`config.mk`:
```
export PLATFORM = sky130hd
export DESIGN_NAME = spwm_channel_flat
export DESIGN_NICKNAME = d
export VERILOG_FILES = /design/src/rtl/spwm_channel_if.sv /design/src/rtl/spwm_channel.sv /design/src/flat_wrapper.sv
export SDC_FILE = /design/constraint.sdc
export NUM_CORES = 1
export LEC_CHECK = 0
export CORE_ASPECT_RATIO = 1.4
export CORE_UTILIZATION = 55
export DETAILED_ROUTE_END_ITERATION = 12
export GPL_TIMING_DRIVEN = 0
export PLACE_DENSITY = 0.76
export SLEW_MARGIN = 20
export SYNTH_ARGS = -nofsm -noshare
export SYNTH_HDL_FRONTEND = slang
export SYNTH_SLANG_ARGS = --single-unit
```
`constraint.sdc`:
```
create_clock -name clk -period 4.15 [get_ports clk]
set_input_delay 1.0375 -clock clk [delete_from_list [all_inputs] [get_ports clk]]
set_output_delay 1.0375 -clock clk [all_outputs]
set_load 0.01 [all_outputs]
```
`src/rtl/spwm_channel_if.sv`:
```
// Handshake and gate bundle between the sequencing FSM and one SPWM carrier channel.
interface spwm_channel_if #(
  parameter int DW = 10
);
  logic          ePWMs;
  logic          rst_syn;
  logic [DW-1:0] duty;
  logic          rdy;
  logic          pwm_h;
  logic          pwm_l;

  modport master (output ePWMs, rst_syn, duty, input rdy, pwm_h, pwm_l);
  modport slave  (input ePWMs, rst_syn, duty, output rdy, pwm_h, pwm_l);
endinterface

```
`src/rtl/spwm_channel.sv`:
```
// One SPWM carrier channel: carrier counter, duty latch with clamp,
// trailing-edge compare, and a dead-time gate FSM driving a complementary pair.
module spwm_channel #(
  parameter int CW       = 10,
  parameter int PERIOD   = 1000,
  parameter int DW       = 10,
  parameter int LOAD_CNT = 4,
  parameter int DEAD     = 8
) (
  input  logic          clk,
  input  logic          rst,
  spwm_channel_if.slave bus
);

  // Wide enough for both the duty word and the CW+1 bit carrier compare.
  localparam int XW = ((DW > CW) ? DW : CW) + 1;
  localparam logic [XW-1:0] DMAX = XW'(PERIOD - LOAD_CNT - 1);

  typedef enum logic [1:0] {OFF, DT, HI, LO} st_t;

  logic          running;
  logic [CW-1:0] cnt;
  logic [CW-1:0] duty_l;
  logic          wrap;
  logic [XW-1:0] duty_x;
  logic [XW-1:0] duty_c;
  logic [CW:0]   thr;
  logic          cmp;

  st_t           st, st_n;
  logic          tgt, tgt_n;
  logic [7:0]    dcnt, dcnt_n;
  logic          pwm_h_q, pwm_l_q;
  logic          pwm_h_n, pwm_l_n;

  assign running = bus.ePWMs & ~bus.rst_syn;
  assign wrap    = (cnt == CW'(PERIOD - 1));

  // rdy decodes the registered counter, so it cannot glitch.
  assign bus.rdy = running & wrap;

  // Clamp keeps cmp low through cnt==LOAD_CNT, so reloading duty_l never glitches the gate.
  assign duty_x = XW'(bus.duty);
  assign duty_c = (duty_x > DMAX) ? DMAX : duty_x;

  // Trailing-edge aligned: the on-time sits at the end of the period.
  assign thr = (CW+1)'(PERIOD) - {1'b0, duty_l};
  assign cmp = running & ({1'b0, cnt} >= thr);

  // Carrier counter: free-runs while enabled, held at 0 otherwise.
  always_ff @(posedge clk or negedge rst) begin
    if (!rst)          cnt <= '0;
    else if (!running) cnt <= '0;
    else if (wrap)     cnt <= '0;
    else               cnt <= cnt + 1'b1;
  end

  // Duty latch: sample once per period at cnt==LOAD_CNT.
  always_ff @(posedge clk or negedge rst) begin
    if (!rst)                            duty_l <= '0;
    else if (!running)                   duty_l <= '0;
    else if (cnt == CW'(LOAD_CNT))       duty_l <= duty_c[CW-1:0];
  end

  // Gate FSM state register; gate outputs are registered from the next state.
  always_ff @(posedge clk or negedge rst) begin
    if (!rst) begin
      st      <= OFF;
      tgt     <= 1'b0;
      dcnt    <= '0;
      pwm_h_q <= 1'b0;
      pwm_l_q <= 1'b0;
    end else begin
      st      <= st_n;
      tgt     <= tgt_n;
      dcnt    <= dcnt_n;
      pwm_h_q <= pwm_h_n;
      pwm_l_q <= pwm_l_n;
    end
  end

  // Gate FSM next state: every cmp change passes through DEAD cycles of both-low.
  always_comb begin
    st_n   = st;
    tgt_n  = tgt;
    dcnt_n = dcnt;
    if (!running) begin
      st_n   = OFF;
      tgt_n  = 1'b0;
      dcnt_n = '0;
    end else begin
      case (st)
        OFF: begin
          st_n   = DT;
          tgt_n  = cmp;
          dcnt_n = '0;
        end
        DT: begin
          if (cmp != tgt) begin
            tgt_n  = cmp;
            dcnt_n = '0;
          end else if (dcnt == 8'(DEAD - 1)) begin
            st_n = tgt ? HI : LO;
          end else begin
            dcnt_n = dcnt + 8'd1;
          end
        end
        HI: begin
          if (!cmp) begin
            st_n   = DT;
            tgt_n  = 1'b0;
            dcnt_n = '0;
          end
        end
        LO: begin
          if (cmp) begin
            st_n   = DT;
            tgt_n  = 1'b1;
            dcnt_n = '0;
          end
        end
        default: st_n = OFF;
      endcase
    end
  end

  // Gate FSM outputs: one gate per conducting state, never both.
  always_comb begin
    pwm_h_n = (st_n == HI);
    pwm_l_n = (st_n == LO);
  end

  assign bus.pwm_h = pwm_h_q;
  assign bus.pwm_l = pwm_l_q;

endmodule

```
`src/flat_wrapper.sv`:
```
// flat-port wrapper written by rule: the top's interface ports become plain ports
module spwm_channel_flat 
#(
  parameter int CW       = 10,
  parameter int PERIOD   = 1000,
  parameter int DW       = 10,
  parameter int LOAD_CNT = 4,
  parameter int DEAD     = 8
)
  (clk, rst, bus_ePWMs, bus_rst_syn, bus_duty, bus_rdy, bus_pwm_h, bus_pwm_l);
  spwm_channel_if #(.DW(DW)) bus_i ();
  input  logic clk;
  input  logic rst;
  input wire logic [$bits(bus_i.ePWMs)-1:0] bus_ePWMs;
  input wire logic [$bits(bus_i.rst_syn)-1:0] bus_rst_syn;
  input wire logic [$bits(bus_i.duty)-1:0] bus_duty;
  output wire logic [$bits(bus_i.rdy)-1:0] bus_rdy;
  output wire logic [$bits(bus_i.pwm_h)-1:0] bus_pwm_h;
  output wire logic [$bits(bus_i.pwm_l)-1:0] bus_pwm_l;
  assign bus_i.ePWMs = bus_ePWMs;
  assign bus_i.rst_syn = bus_rst_syn;
  assign bus_i.duty = bus_duty;
  assign bus_rdy = bus_i.rdy;
  assign bus_pwm_h = bus_i.pwm_h;
  assign bus_pwm_l = bus_i.pwm_l;
  spwm_channel #(.CW(CW), .PERIOD(PERIOD), .DW(DW), .LOAD_CNT(LOAD_CNT), .DEAD(DEAD)) u_core (.clk(clk), .rst(rst), .bus(bus_i));
endmodule
```
* Word level (Yosys, flattened, before mapping) *
Cells that the tools add are included.
Widths: inputs -> output; s select.

cells by class
  add/sub/neg operators = 3
  magnitude comparators = 2
  eq/ne operators = 14
  multiplexer cells = 23
  bitwise gates (word level) = 4
  reductions and logical operators = 3

operators with widths
  cell                    number
  $mux 10                 5
  $mux 8                  5
  $pmux 8 s4              1
  $ge 10x11->1            1
  $sub 10x10->11 const A  1
  $add 10x1->10 const B   1
  $eq 10x10->1 const B    1
  $eq 10x3->1 const B     1
  $gt 10x10->1 const B    1
  $mux 2                  5
  $ne 3x3->1 const B      3
  $add 8x1->8 const B     1
  $eq 2x2->1 const B      4
  $eq 8x3->1 const B      1
  $pmux 2 s4              1
  $reduce_and 3->1        2
  $mux 1                  5
  $ne 4x4->1 const B      1
  $pmux 1 s4              1
  $and 1x1->1             3
  $eq 2x1->1 const B      1
  $logic_not 2->1         1
  $ne 2x2->1 const B      1
  $ne 1x1->1              1
  $not 1->1               1

storage, ports and cells
  flip-flop bits (word level) = 33
  bits of input ports = 14
  output and inout port bits = 3
  logic and storage cells = 56

* Longest topological paths before layout *
  depth after elaboration = 8
  mapped depth = 15
  gate-level depth less buffers = 15

* Worst setup path after synthesis *
OpenSTA, ideal clock, no wires.

  path kind = flip-flop to flip-flop
  start point = register u_core.duty_l[0]
  end point = register u_core.dcnt[2]
  setup time = 0.104 ns
  data arrival time = 2.682 ns
  data required time = 4.046 ns
  slack = 1.364 ns
  cell stages (with the launch flop) = 15
  buffers on the path = 0
  clock period less this slack = 2.786 ns
  path through = dfrtp_1 inv_1 ha_1 nand2b_1 nand2_1 nand2b_1 nand2_1 xnor2_1 ha_1 a21o_1 a2111oi_2 o211ai_1 nand3_1 nand3_2 o311ai_1

on the way
  longest elaborated chain between the ends = 7
  elaborated cells on any way between the ends = 11
  those cells by class = 1 x add/sub; 1 x order compare; 4 x eq/ne; 3 x mux; 1 x bitwise; 1 x reduce/logical

ends and longest elaborated chain
  element                 RTL line            RTL
  start, declared         spwm_channel.sv:23  logic [CW-1:0] duty_l;
  start signal, assigned  spwm_channel.sv:62  else if (cnt == CW'(LOAD_CNT)) duty_l <= duty_c[CW-1:0];
  $sub 10x10->11 (*)      spwm_channel.sv:47  assign thr = (CW+1)'(PERIOD) - {1'b0, duty_l};
  $ge 10x11->1 (*)        spwm_channel.sv:48  assign cmp = running & ({1'b0, cnt} >= thr);
  $and 1x1->1 (*)         spwm_channel.sv:48
  $ne 1x1->1              spwm_channel.sv:99  if (cmp != tgt) begin
  $mux 8                  spwm_channel.sv:99
  $pmux 8 s4              spwm_channel.sv:92  case (st)
  $mux 8                  spwm_channel.sv:87  if (!running) begin
  end signal, assigned    spwm_channel.sv:76  dcnt <= dcnt_n;
  end, declared           spwm_channel.sv:32  logic [7:0] dcnt, dcnt_n;

Mark *: on every way between the ends. The rest lies on a longest branch, timed or not.
A chain may end at the register's enable or synchronous reset.

* Worst setup path in the final report *
  start point = input bus_rst_syn
  end point = output bus_rdy

on the way
  longest elaborated chain between the ends = 3

ends and longest elaborated chain
  element          RTL line            RTL
  start, declared  flat_wrapper.sv:15  input wire logic [$bits(bus_i.rst_syn)-1:0] bus_rst_syn;
  $not 1->1        spwm_channel.sv:36  assign running = bus.ePWMs & ~bus.rst_syn;
  $and 1x1->1      spwm_channel.sv:36
  $and 1x1->1      spwm_channel.sv:40  assign bus.rdy = running & wrap;
  end, declared    flat_wrapper.sv:17  output wire logic [$bits(bus_i.rdy)-1:0] bus_rdy;

Every way passes these cells.

==> results.toml <==
[power_and_ir_drop]
p_switching_uw = 134
p_clk_share_pct = 40.2
pwr-share-comb_pct = 6.0
peakVddDrop_mv = 0.220
p_int_uw = 472
pwr-share-seq_pct = 53.8
leakagePower_uw = 0.00104
sw_frac_of_total_pct = 22.1
p_per_area_nw_per_um2 = 253

[place]
place_congestion = 0.891
place_ws_ps = 334
dp_hpwl_um = 3550
io_buffers = 16

[worst_setup_path]
crit_type = "input port to output port"
end_kind = "output port"
cp.buffers_inverters = 3
r2r_end = "u_core.dcnt[2]"
crit_required_ps = 3110
cp_max_fo = 10
crit_chain = "clkdlybuf4s50_1 -> nand2b_1 -> clkbuf_1 -> nor2_1 -> clkdlybuf4s50_1"
ff2ff_path_depth = 14
critPathMostFrequentCell = "clkdlybuf4s50_1"
path_delay_family = "buffers and inverters"
slowest_stage = "clkdlybuf4s50_1"
r2r_setup_slack_ps = 930
cp_slowest_stage_delay_ps = 490
startpoint = "bus_rst_syn"
rr_startpoint = "u_core.duty_l[0]"
crit_arrival_ps = 2760
startpoint_type = "input port"

[synthesis]
synthFlopType = "dfrtp_1"
synth_nets = 258
ys_async_sr_fraction_pct = 100
synthesis.area_um2 = 2070
ys_seq_area_share_pct = 39.8
syn_inst = 230
synth-edff-count = 0
syn_avg_cell_area_um2 = 9.01
yosysUniqueCellTypes = 47
synth_seq_cells = 33
yosys_warnings = 0

[global_routing]
track_usage_pct = 25.0
grt_start_max_net_pins = 24
antenna_found_initial = 0
grt_pass1_wl_um = 7130
grt_overflow = 0
grt_pass1_vias = 1666

[timing]
relSlewSlack_pct = 59.5
report.final.slew_viol_count = 0
finalSetupViolations = 0
fin_ws_ps = 355
final-hold-violation-count = 0
rsz0062_at_grt = "no"
finalCritPeriodShare_pct = 91.4
skew_ps = 4.24
fmax_ghz = 0.264
tns_ps = 0
timing.final.crit_period_ps = 3790
worst_slew_pin_slew_ps = 605

[hold_path]
hold_path_class = "register to register"
whs_endpoint = "u_core.cnt[0]"
hold_start = "u_core.cnt[0]"
hold_depth = 1

[clock_tree]
ctsHtreeMaxLevel = 2
postCtsHoldBufs = 0
tritoncts = "built"
ctsResizeCount = 0
cts_num_sinks = 33
clkTransAtPathRegs_ps = 70
postCtsSetupBuffers = 0
cts_inserted_buffers = 5
clk_path_buf_depth = 2
clockRootBuffer = "clkbuf_8"
clock_latency_ps = 280

[floorplanning]
io_pins = 17
dieArea_um2 = 4020
die_width_um = 53.9
core_um2 = 3610
num_rows = 26
initial_utilization_pct = 57.4
die_height_um = 74.6

[detailed_routing]
drtAntennaViolNets = 0
dr.pass1.iters = 4
drc = 0
num_vias = 1751
wl_um = 4530
wl_per_cell_um = 15.3
avgViaCountPerCell = 5.92
first_iter_violations = 31

[finish]
area_delta_synth_final_pct = 15.5
finish.utilization_pct = 66.3
final_cell_mix = "dfrtp_1, nand2_1, nor2_1, nand3_1, clkdlybuf4s50_1"
final_common_cell = "dfrtp_1"
drive_gt1_share_pct = 7.87
n_antenna_cell = 0
final_nets = 282

[run_status]
outcome = "finished, final reports clean"

[flow_run]
maxCapViolCount = 0
routing by layer:
layer | vias up | routed length [um] | global-route usage, % | share of wire [%]
li1 | 875 | - | - | -
met1 | 834 | 1820 | 25.9 | 40
met2 | 29 | 2470 | 45.7 | 55
met3 | 13 | 113 | 5.05 | 2.5
met4 | 0 | 127 | 12.9 | 2.8
met5 | - | 0 | 0 | 0
metrics by stage:
step / hold WS [ps] / instances / cell area [um2] / total power [uW]
2_1_floorplan: 487 / 230 / 2070 / 342
3_3_place_gp: 539 / 288 / 2290 / 366
3_5_place_dp: 544 / 289 / 2310 / 369
4_1_cts: 554 / 296 / 2390 / 613
5_1_grt: 584 / 296 / 2390 / 632
6_report: 554 / 296 / 2390 / 606
worst reg2reg max path, cell delays in order (launching register included):
cell	delay, ps
dfrtp_1	400
inv_1	60
ha_1	220
nand2b_1	100
nand2_1	90
nand2b_1	120
nand2_1	80
xnor2_1	130
ha_1	290
and3_1	180
o2111ai_1	140
o211a_1	310
o21ai_1	500
nand3_2	230
o311ai_1	280
sequential cells by signal (all words and copies together), names as in the netlist:
signal,flops
u_core.bus.pwm_h,1
u_core.bus.pwm_l,1
u_core.cnt,10
u_core.dcnt,8
u_core.duty_l,10
u_core.st,2
u_core.tgt,1
kinds of logic after synthesis:
family	share of synthesized area [%]
xor+xnor	7.18
buf+inv	2.53
simple gates	27.1
compound gates	14.4
flops	39.8
fa+ha+maj	8.45
mux	0.483
Yosys cell counts (2+ instances only):
master	count	share of area [%]
a211oi_1	2	0.72
a21o_1	3	1.1
a21oi_1	12	2.9
and3_1	6	1.8
and4_1	3	1.3
clkbuf_1	2	0.36
dfrtp_1	33	40
ha_1	14	8.4
inv_1	11	2.0
nand2_1	31	5.6
nand2b_1	4	1.2
nand3_1	15	3.6
nand4_1	10	3.0
nor2_1	20	3.6
nor2b_1	4	1.2
nor3_1	3	0.72
o211ai_1	4	1.4
o21ai_0	4	0.97
o21ai_1	5	1.2
o221a_2	2	1.1
xnor2_1	9	3.8
xor2_1	8	3.4
power groups by stage:
stage / combinational [uW] / clock (uW) / sequential (uW)
2_1_floorplan: 10.5 / 0 / 331
3_3_place_gp: 34.0 / 0 / 332
3_5_place_dp: 37.1 / 0 / 332
4_1_cts: 37.3 / 250 / 326
5_1_grt: 40.8 / 265 / 326
6_report: 36.5 / 244 / 326
area by class of cell:
class | count | area [um2]
plain buffers | 2 | 7.51
clock buffers | 7 | 86.3
fillers | 306 | 1220
inverters | 12 | 45.0
multi-input cells | 183 | 1190
flip-flops and latches | 33 | 826
well taps | 42 | 52.6
repair buffers | 17 | 183
worst max path at each step:
stage                          end  depth (start not counted)
floorplan           u_core.dcnt[2]                         14
global placement           bus_rdy                          5
detailed placement         bus_rdy                          5
CTS                        bus_rdy                          5
global route               bus_rdy                          5
finish                     bus_rdy                          5
Power figures use the tool's default switching activity.
